--- src/rtl/cnn_pkg.sv ---
// rtl/cnn_pkg.sv - shared defaults for the CNN training-path blocks
package cnn_pkg;

  // Activation/gradient word width (signed fixed point).
  localparam int N_DEFAULT = 16;

  // Fractional bits of the fixed-point format; documentary only.
  localparam int Q_DEFAULT = 12;

  // Forward-mask buffer entries; must be a power of two, at least 2.
  localparam int DEPTH_DEFAULT = 64;

endpackage : cnn_pkg

--- src/rtl/mask_fifo.sv ---
// rtl/mask_fifo.sv - 1-bit DEPTH-deep ReLU mask FIFO, no bypass
module mask_fifo
  import cnn_pkg::*;
#(
  parameter int DEPTH = DEPTH_DEFAULT,
  localparam int AW = $clog2(DEPTH)
) (
  input  logic        clk,
  input  logic        reset,
  input  logic        clear,
  input  logic        push,
  input  logic        push_bit,
  input  logic        pop,
  output logic        pop_bit,
  output logic [AW:0] count,
  output logic        full,
  output logic        empty
);

  logic [DEPTH-1:0] mem;
  logic [AW-1:0]    wr_ptr;
  logic [AW-1:0]    rd_ptr;
  logic             do_push;
  logic             do_pop;

  // Guard against overflow/underflow even if the caller misbehaves; full and
  // empty come from the registered count, so neither side bypasses the other.
  assign full    = (count == (AW+1)'(DEPTH));
  assign empty   = (count == '0);
  assign do_push = push && !full && !clear;
  assign do_pop  = pop && !empty && !clear;
  assign pop_bit = mem[rd_ptr];

  // Mask storage; contents need no reset because count gates every read.
  always_ff @(posedge clk) begin
    if (do_push) begin
      mem[wr_ptr] <= push_bit;
    end
  end

  // Pointers wrap naturally at DEPTH since DEPTH is a power of two.
  always_ff @(posedge clk or posedge reset) begin
    if (reset) begin
      wr_ptr <= '0;
      rd_ptr <= '0;
    end else if (clear) begin
      wr_ptr <= '0;
      rd_ptr <= '0;
    end else begin
      if (do_push) wr_ptr <= wr_ptr + 1'b1;
      if (do_pop)  rd_ptr <= rd_ptr + 1'b1;
    end
  end

  // Occupancy; a simultaneous push and pop leaves it unchanged.
  always_ff @(posedge clk or posedge reset) begin
    if (reset) begin
      count <= '0;
    end else if (clear) begin
      count <= '0;
    end else begin
      case ({do_push, do_pop})
        2'b10:   count <= count + 1'b1;
        2'b01:   count <= count - 1'b1;
        default: count <= count;
      endcase
    end
  end

endmodule : mask_fifo

--- src/rtl/relu_backward.sv ---
// rtl/relu_backward.sv - streaming ReLU gradient masking unit
module relu_backward
  import cnn_pkg::*;
#(
  parameter int N     = N_DEFAULT,
  parameter int Q     = Q_DEFAULT,
  parameter int DEPTH = DEPTH_DEFAULT
) (
  input  logic                     clk,
  input  logic                     reset,
  input  logic                     clear,
  input  logic                     fwd_valid,
  output logic                     fwd_ready,
  input  logic [N-1:0]             fwd_act,
  input  logic                     grad_valid,
  output logic                     grad_ready,
  input  logic [N-1:0]             grad_in,
  output logic                     out_valid,
  input  logic                     out_ready,
  output logic [N-1:0]             grad_out,
  output logic [$clog2(DEPTH):0]   mask_count
);

  // Q describes the fixed-point format of the data but the mask logic is
  // sign-only, so it only participates in this range sanity hook.
  if (Q >= N) begin : g_q_not_below_n
  end

  logic push;
  logic pop;
  logic mask_in;
  logic mask_out;
  logic fifo_full;
  logic fifo_empty;

  // A non-negative pre-activation (sign clear, zero included) passed the
  // forward ReLU, so its gradient passes too.
  assign mask_in = ~fwd_act[N-1];

  // Readiness is held low while reset is asserted so nothing can be taken
  // before the pipeline is out of reset; output stage may only load when it
  // is empty or draining this cycle.
  assign fwd_ready  = !reset && !clear && !fifo_full;
  assign grad_ready = !reset && !clear && !fifo_empty && (!out_valid || out_ready);

  assign push = fwd_valid && fwd_ready;
  assign pop  = grad_valid && grad_ready;

  mask_fifo #(
    .DEPTH (DEPTH)
  ) u_mask_fifo (
    .clk      (clk),
    .reset    (reset),
    .clear    (clear),
    .push     (push),
    .push_bit (mask_in),
    .pop      (pop),
    .pop_bit  (mask_out),
    .count    (mask_count),
    .full     (fifo_full),
    .empty    (fifo_empty)
  );

  // Output register: load masked gradient on pop, drop valid once drained.
  always_ff @(posedge clk or posedge reset) begin
    if (reset) begin
      out_valid <= 1'b0;
      grad_out  <= '0;
    end else if (clear) begin
      out_valid <= 1'b0;
      grad_out  <= '0;
    end else if (pop) begin
      out_valid <= 1'b1;
      grad_out  <= mask_out ? grad_in : '0;
    end else if (out_ready) begin
      out_valid <= 1'b0;
    end
  end

endmodule : relu_backward

--- config.mk ---
export PLATFORM = sky130hd
export DESIGN_NAME = relu_backward
export DESIGN_NICKNAME = d
export VERILOG_FILES = /design/src/rtl/cnn_pkg.sv /design/src/rtl/mask_fifo.sv /design/src/rtl/relu_backward.sv
export SDC_FILE = /design/constraint.sdc
export NUM_CORES = 1
export LEC_CHECK = 0
export CAP_MARGIN = 10
export CORE_ASPECT_RATIO = 1.1
export CORE_UTILIZATION = 50
export DETAILED_ROUTE_END_ITERATION = 7
export PLACE_DENSITY = 0.74
export SETUP_SLACK_MARGIN = 0.4
export SLEW_MARGIN = 20
export SYNTH_ARGS = -nofsm -noshare
export SYNTH_HDL_FRONTEND = slang
export SYNTH_SLANG_ARGS = --single-unit
--- constraint.sdc ---
create_clock -name clk -period 3.1 [get_ports clk]
set_input_delay 0.62 -clock clk [delete_from_list [all_inputs] [get_ports clk]]
set_output_delay 0.62 -clock clk [all_outputs]
set_load 0.01 [all_outputs]
Yosys cells after proc, flatten, opt, wreduce, memory -nomap -nowiden
Index checks and enable logic that the tools add are counted.
{ "totals": {"input_bits": 38, "output_inout_bits": 26, "elab_cells": 57, "register_bits": 100} }
{ "classes": {"n_addsub": 4, "magnitude_cmp": 3, "n_reduce_logical": 23, "mux": 17, "n_bitwise": 1, "n_eq_ne": 3} }
{ "op_table": {"columns": ["cell", "n"], "rows": [
  ["$bwmux 64", 1],
  ["$mux 16", 3],
  ["$mux 6", 4],
  ["$lt 6x7->1 const B", 2],
  ["$pmux 7 s2", 1],
  ["$add 6x1->6 const B", 2],
  ["$logic_and 1x1->1", 11],
  ["$add 7x1->7 const B", 1],
  ["$eq 7x7->1 const B", 1],
  ["$logic_not 7->1", 1],
  ["$mux 7", 1],
  ["$sub 7x1->7 const B", 1],
  ["$bmux 1 s6", 1],
  ["$demux 1 s6", 1],
  ["$ge 6x1->1 const B", 1],
  ["$reduce_bool 2->1", 3],
  ["$reduce_bool 3->1", 2],
  ["$logic_not 1->1", 5],
  ["$mux 1", 5],
  ["$eq 2x1->1 const B", 1],
  ["$eq 2x2->1 const B", 1],
  ["$logic_or 1x1->1", 1],
  ["$not 1->1", 1]
]} }

Depth between registers and ports, before layout
Gate-level depths: netlist of run 1.
{ "depth": {"depth_word": 10, "mapped_depth": 10, "mapped_depth_nobuf": 9} }

Hierarchy
A second synthesis of run 1 with hierarchy kept.
{ "unflattened": {"hier_cells": 413, "area_unflattened_um2": 4908.5} }
{ "by_module_without_submodules": {"columns": ["mod", "seq_area_each_um2", "instances", "area_per_inst_um2", "cells_per_inst"], "rows": [
  ["mask_fifo", 2397.3, 1, 4056.4, 326],
  ["relu_backward", 425.4, 1, 852.1, 87]
]} }

Worst setup path after synthesis of run 1
Ideal clock, no wire load.
{ "synth_path": {"path_kind": "reg2reg", "start": "register u_mask_fifo.count[3]", "end": "register u_mask_fifo.count[5]", "path_buffers": 1, "path_stages_with_launch": 11, "t_required_ns": 2.975, "slack_ns": -0.030, "arrival_ns": 3.005, "period_less_slack_ns": 3.130, "setup_time_ns": 0.125, "path_cell_list": "dfrtp_1 -> or4_4 -> o311a_1 -> buf_2 -> nor3_2 -> ha_1 -> a21o_1 -> a21o_1 -> a21oi_1 -> o211ai_1 -> mux2_4"} }
{ "synth_between": {"elab_chain_cells": 10, "word_cells_on_any_way": 20, "classes_between": "add/sub: 2; eq/ne: 3; mux: 2; reduce/logical: 13"} }
{ "synth_rtl": {"columns": ["element", "line", "rtl"], "rows": [
  ["from (decl)", "mask_fifo.sv:15", "output logic [AW:0] count,"],
  ["from (signal assigned)", "mask_fifo.sv:63", "2'b10: count <= count + 1'b1;"],
  ["from (signal assigned)", "mask_fifo.sv:64", "2'b01: count <= count - 1'b1;"],
  ["from (signal assigned)", "mask_fifo.sv:65", "default: count <= count;"],
  ["$logic_not 7->1", "mask_fifo.sv:29", "assign empty = (count == '0);"],
  ["$logic_not 1->1", "mask_fifo.sv:31, relu_backward.sv:44", null],
  ["$logic_and 1x1->1 (2 in a row)", "relu_backward.sv:44", "assign grad_ready = !reset && !clear && !fifo_empty && (!out_valid || out_ready);"],
  ["$logic_and 1x1->1", "relu_backward.sv:47", "assign pop = grad_valid && grad_ready;"],
  ["$logic_and 1x1->1 (2 in a row)", "mask_fifo.sv:31", "assign do_pop = pop && !empty && !clear;"],
  ["$eq 2x1->1 / $eq 2x2->1 (equally long branches)", "mask_fifo.sv:62", "case ({do_push, do_pop})"],
  ["$pmux 7 s2", "mask_fifo.sv:62", null],
  ["$mux 7", "mask_fifo.sv:59", "end else if (clear) begin"]
]} }
Several ways; a longest one is shown, not always the timed one.
A chain may end at the register's enable or synchronous reset.

Final worst setup path of run 1
{ "layout_path": {"start": "register u_mask_fifo.count[2]", "end": "register u_mask_fifo.count[5]"} }
Same word-level chain as after synthesis.

==> reports/metrics.cfg, run 1 <==
[outcome]
status=completed

[critical_path]
worstPathRequired_ns=3.42
critical_path_class=reg2reg
start_kind=flip-flop
end_kind=flip-flop
worstPathArrival_ns=3.28
critPathMaxFanout=6

[synth]
synthCells=391
synth_cell_types=55
synth_edf_count=64
synth_compound_area_share_pct=9.74
syn_nets=437
synth-main-ff-cell=edfxtp_1
synthMuxAreaShare_pct=9.86
synth_xor_area_share_pct=2.00
postSynthAreaPerCell_um2=12.5
synth_top_family_by_area=simple AND/OR/NAND/NOR gates
synth_top_area_share_pct=39.4
synthAdderAreaFrac_pct=2.20
ys_ff_latch=100
yosys.area_share.simple_pct=14.3
ys.warnings.count=0
ys_top_cells_by_count=nor2_1, edfxtp_1, dfrtp_1, nand2_1, inv_1
yosysSeqAreaShare_pct=57.8
async_flop_share_pct=36.0
netlist_area_um2=4880
synth_area_leaders=edfxtp_1, dfrtp_1, nor2_1, mux4_2, o32ai_2
yosysMostFrequentCell=nor2_1
synth_top_area_cell=edfxtp_1

[cts]
cts_root_buffer=clkbuf_8
clk_latency_ns=0.37
cts_hold_buffers=0
numCtsBuffers=9
path_clk_slew_ns=0.10
h-tree-depth=3
tritoncts=done
cts.sinks=100
clockBufferDepth=2

[final_layout]
final_core_util_pct=61.7
drive_above_1_share_pct=20.0
num-nets-final=496
syn_to_final_growth_pct=19.3
finalNonFillerCells=572
antenna_cells=0

[timing]
fin_skew_ns=0.0103
rsz0062_at_grt=yes
tightest_slew_ns=0.528
hold_viol=0
drv_slew=0
clock.fmax_ghz=0.338
final.min_clock_period_ns=2.96
setup_viol_count_final=0
relSlewSlack_pct=64.8
fin_crit_sh_pct=95.5

[detailed_routing]
dr_wl_met2_um=5050
route.met3.wl_um=548
num_vias=3248
top_layer_used=met4
postRouteWirelength_um=9980
drtIter0Drc=180
wl_met1_um=4200
drt_pass1_iterations=4
drc_errors=0
wl_per_cell_um=17.4
vias_per_cell=5.68
ant_nets=0

[pwr]
p_per_area_nw_per_um2=548
ir_worst_vdd_mv=0.305
p_leak_nw=2.06

[floorplan]
die_area_um2=10200
io_pins=64
die_h_um=106
initial_core_util_pct=51.7
std_cell_rows=37
placeableCoreArea_um2=9440
fp.dieW_um=96.2

[grt]
antenna_found_initial=0
grt_pass1_vias=3242
gr-total-overflow=0
grt_max_degree=65
track_usage_pct=21.0
grt_pass1_wl_um=15800

[placement]
dpl.hpwl_um=6380
post-place-cells=548
portBuffers=48
gp_congestion=0.760

[min_path]
min_path_type=reg2reg

[run]
max_cap_violations=0

-- per-stage QoR --
| step | hold WS, ns | power (W) | instance area, um2 | setup TNS, ns | setup slack [ns] |
|---|---|---|---|---|---|
| 2_1_floorplan | 0.532 | 0.00210 | 4920 | 0 | 0.0708 |
| 3_3_place_gp | 0.529 | 0.00232 | 5530 | 0 | 0.0311 |
| 3_5_place_dp | 0.534 | 0.00235 | 5530 | -0.0467 | -0.0244 |
| 4_1_cts | 0.548 | 0.00317 | 5770 | 0 | 0.120 |
| 5_1_grt | 0.571 | 0.00334 | 5830 | 0 | 0.0673 |
| 6_report | 0.549 | 0.00319 | 5830 | 0 | 0.139 |
-- area by class of cell --
| cell class | instances | area [um2] |
|---|---|---|
| clock buffers | 10 | 128 |
| clock inverters | 6 | 47.5 |
| fillers | 748 | 3620 |
| inverters | 22 | 85.1 |
| multi-input cells | 247 | 1940 |
| flip-flops and latches | 100 | 2830 |
| well taps | 117 | 146 |
| repair buffers | 70 | 657 |
-- cells by family (layout without fill, tap and decap cells) --
| group | Yosys count | after routing |
|---|---|---|
| AOI/OAI and AO/OA | 50 | 50 |
| xor gates and xnor gates | 9 | 9 |
| adders and majority gates | 8 | 8 |
| buffers and inverters | 44 | 108 |
| DFF | 100 | 100 |
| muxes | 30 | 30 |
| and+or+nand+nor | 150 | 150 |
-- sequential cells by signal, summed over array words and instances, names as in the netlist --
name / flops
out_valid: 1
grad_out: 16
u_mask_fifo.count: 7
u_mask_fifo.mem: 64
u_mask_fifo.rd_ptr: 6
u_mask_fifo.wr_ptr: 6
-- final timing paths --
check / start / end / slack, ns / cells past startpoint
worst min register to register: grad_out[12] / grad_out[12] / 0.55 / 2
worst max-delay path: u_mask_fifo.count[2] / u_mask_fifo.count[5] / 0.14 / 9
worst min-delay path: grad_out[12] / grad_out[12] / 0.55 / 2
max in group asynchronous: reset / u_mask_fifo.count[2] / 2.05 / 3
worst max register to register: u_mask_fifo.count[2] / u_mask_fifo.count[5] / 0.14 / 9
min in group asynchronous: reset / u_mask_fifo.count[4] / 0.68 / 3
-- layout by cell type (no fill, tap or decap), drive strengths merged, types with 5 or more instances in the layout --
cell           count
nor2              82
edfxtp            64
clkdlybuf4s50     46
dfrtp             36
nand2             28
inv               24
buf               23
o32ai             16
mux4              12
mux2i             11
clkbuf            10
o21ai              8
nand3              7
mux2               7
ha                 7
nor2b              6
nand2b             5
xnor2              5
-- routing by layer --
layer	vias to the layer above	global-route usage [%]
li1	1528	-
met1	1613	25.9
met2	95	35.9
met3	12	4.47
met4	0	7.78
met5	-	0
-- timing repair --
item,CTS,global route
endpoints found under the setup margin,6,29
pin swaps,6,3
endpoints found under the hold margin,0,0
setup buffers,6,2
gates resized for setup,8,11
-- worst max-delay path, stage by stage, from the launching register on --
cell and delay, ns:
dfrtp_2 0.42, or4_4 0.57, buf_6 0.14, o311a_4 0.32, nor3_4 0.19, buf_4 0.18, ha_1 0.28, or3b_2 0.46
o211ai_1 0.18, mux2_4 0.17
-- power breakdown --
| group | leakage (nW) | total (W) | switching [W] | internal, W |
|---|---|---|---|---|
| Clock | 0.0825 | 0.000770 | 0.000471 | 0.000299 |
| Combinational | 0.915 | 0.000875 | 0.000392 | 0.000483 |
| Sequential | 1.07 | 0.00155 | 0.0000701 | 0.00148 |
| Total | 2.06 | 0.00319 | 0.000933 | 0.00226 |
Power figures use the tool's default switching activity.
==> inputs of run 2 (changes only) <==
- CELL_PAD_IN_SITES_DETAIL_PLACEMENT: not set -> 2
- CELL_PAD_IN_SITES_GLOBAL_PLACEMENT: not set -> 2
- CORE_UTILIZATION: 50 -> 28
- PLACE_DENSITY: 0.74 -> 0.63
==> reports/metrics.cfg, run 2 (synthesis gave the netlist of run 1 again) <==
[outcome]
status=completed  ; unchanged

[cts]
numCtsBuffers=9  ; unchanged
path_clk_slew_ns=0.08  ; was 0.10 ns
clk_latency_ns=0.37  ; about the same
h-tree-depth=3  ; unchanged
cts_hold_buffers=0  ; unchanged
clockBufferDepth=2  ; unchanged
cts_root_buffer=clkbuf_16  ; was clkbuf_8
tritoncts=done  ; unchanged
cts.sinks=100  ; unchanged

[floorplan]
fp.dieW_um=128  ; was 96.2 um
std_cell_rows=50  ; was 37
initial_core_util_pct=28.7  ; was 51.7%
placeableCoreArea_um2=17000  ; was 9440 um2
die_h_um=141  ; was 106 um
io_pins=64  ; unchanged
die_area_um2=18000  ; was 10200 um2

[timing]
relSlewSlack_pct=58.4  ; was 64.8%
drv_slew=0  ; unchanged
whs_ns=0.547  ; was 0.549 ns
rsz0062_at_grt=yes  ; unchanged
setup_viol_count_final=0  ; unchanged
clock.fmax_ghz=0.350  ; was 0.338 GHz
hold_viol=0  ; unchanged
fin_skew_ns=0.0191  ; was 0.0103 ns
fin_crit_sh_pct=92.1  ; was 95.5%
final.min_clock_period_ns=2.85  ; was 2.96 ns
tightest_slew_ns=0.625  ; was 0.528 ns

[final_layout]
fillers=1787  ; was 748
syn_to_final_growth_pct=26.5  ; was 19.3%
largest-register=u_mask_fifo.mem  ; unchanged
num-nets-final=501  ; was 496
seq_area_um2=2820  ; was 2830 um2
layout_common_cells=nor2_1, edfxtp_1, clkdlybuf4s50_1  ; unchanged
largest_reg_flops=64  ; unchanged
final_common_cell=nor2_1  ; unchanged
final_core_util_pct=36.3  ; was 61.7%
drive_above_1_share_pct=21.3  ; was 20.0%
multiInputGateArea_um2=1950  ; was 1940 um2
antenna_cells=0  ; unchanged
finalNonFillerCells=694  ; was 572
largestRegisters=u_mask_fifo.mem x64, grad_out x16, u_mask_fifo.count x7  ; unchanged

[min_path]
min-delay-start=grad_out[14]  ; was grad_out[12]
min_path_type=reg2reg  ; unchanged

[grt]
grt_pass1_vias=3677  ; was 3242
track_usage_pct=15.3  ; was 21.0%
antenna_found_initial=0  ; unchanged
grt_max_degree=65  ; unchanged
gr-total-overflow=0  ; unchanged
grt_pass1_wl_um=20400  ; was 15800 um

[detailed_routing]
wl_per_cell_um=18.8  ; was 17.4 um
postRouteWirelength_um=13000  ; was 9980 um
vias_per_cell=4.79  ; was 5.68
drtIter0Drc=165  ; was 180
num_vias=3323  ; was 3248
drt_pass1_iterations=4  ; unchanged
ant_nets=0  ; unchanged
drc_errors=0  ; unchanged

[critical_path]
worstPathRequired_ns=3.41  ; was 3.42 ns
critPathMaxFanout=3  ; was 6
critical_path_class=reg2reg  ; unchanged
critPathTopFamily=compound AO/OA/AOI/OAI gates  ; was simple AND/OR/NAND/NOR gates
worst-r2r-cell-count=10  ; was 9
crit_chain=or4_4, o311a_4, nor3_4, buf_6, ha_4, a21o_1, a21o_1, a211o_1, o211ai_1, mux2_4  ; was or4_4, buf_6, o311a_4, nor3_4, buf_4, ha_1, or3b_2, o211ai_1, mux2_4
end_kind=flip-flop  ; unchanged
cpPeakStageDelay_ns=0.59  ; was 0.57 ns
start_kind=flip-flop  ; unchanged
worstPathArrival_ns=3.16  ; was 3.28 ns
ff2ff_setup_slack_ns=0.25  ; was 0.14 ns
timing.rr.end=u_mask_fifo.count[5]  ; unchanged
crit_end=u_mask_fifo.count[5]  ; unchanged
crit_slowest_cell=or4_4  ; unchanged
path_depth=10  ; was 9
path_buf_inv=1  ; was 2
regToRegStartpoint=u_mask_fifo.count[3]  ; was u_mask_fifo.count[2]
crit_path_start=u_mask_fifo.count[3]  ; was u_mask_fifo.count[2]
crit_path_frequent_cell=a21o_1

[pwr]
p_per_area_nw_per_um2=589  ; was 548 nW/um2
ir_worst_vdd_mv=0.257  ; was 0.305 mV
p_leak_nw=2.15  ; was 2.06 nW

[run]
max_cap_violations=0  ; unchanged

[placement]
dpl.hpwl_um=8470  ; was 6380 um
post-place-cells=668  ; was 548
portBuffers=48  ; unchanged
gp_congestion=0.737  ; was 0.760

==> run 2: timing repair <==
action,4_1_cts,5_1_grt
endpoints found under the hold margin,0,0
resized for setup,7,16
setup buffers,3,7
cloned,0,0
pin swaps,6,5
setup endpoints to repair,6,17
==> run 2: worst min-delay path by stage <==
stage,end,slack (ns),cells past startpoint
5_1_grt,grad_out[14],0.57,2
6_report,grad_out[14],0.55,2
2_1_floorplan,u_mask_fifo.rd_ptr[5],0.53,2
4_1_cts,grad_out[14],0.55,2
3_5_place_dp,grad_out[14],0.54,2
3_3_place_gp,grad_out[14],0.53,2
==> run 2: worst min-delay path: stages, from the launching register on <==
cell     delay, ns
dfrtp_1       0.38
inv_1         0.05
o32ai_1       0.08
==> run 2: cell type report <==
cell class                      instances  area share [%]
Sequential cell                       100            45.7
Multi-Input combinational cell        247            31.6
Timing Repair Buffer                   75            11.4
Tap cell                              234            4.74
Clock buffer                            9            3.65
Inverter                               22            1.46
Clock inverter                          7            1.36
==> run 2: layer usage <==
layer / track usage (%) / part of all wire [%] / up-vias
met3: 2.71 / 2.6 / 13
met1: 18.6 / 44 / 1712
met5: 0 / 0 / -
met4: 5.20 / 1.5 / 0
li1: - / - / 1541
met2: 26.9 / 52 / 57
==> run 2: power by group <==
group | switching [W] | leakage, nW | internal, W
logic | 0.000436 | 0.934 | 0.000483
clock network | 0.000598 | 0.151 | 0.000581
registers | 0.0000591 | 1.07 | 0.00148
total | 0.00109 | 2.15 | 0.00254
==> run 2: per-stage QoR <==
step	power (W)	TNS (ns)	setup WS (ns)	area, um2
after floorplan	0.00210	0	0.0708	4920
after global placement	0.00237	0	0.0139	5720
after detailed placement	0.00240	-0.0314	-0.0314	5720
after CTS	0.00362	0	0.157	6070
after global routing	0.00381	0	0.161	6180
final	0.00364	0	0.245	6180
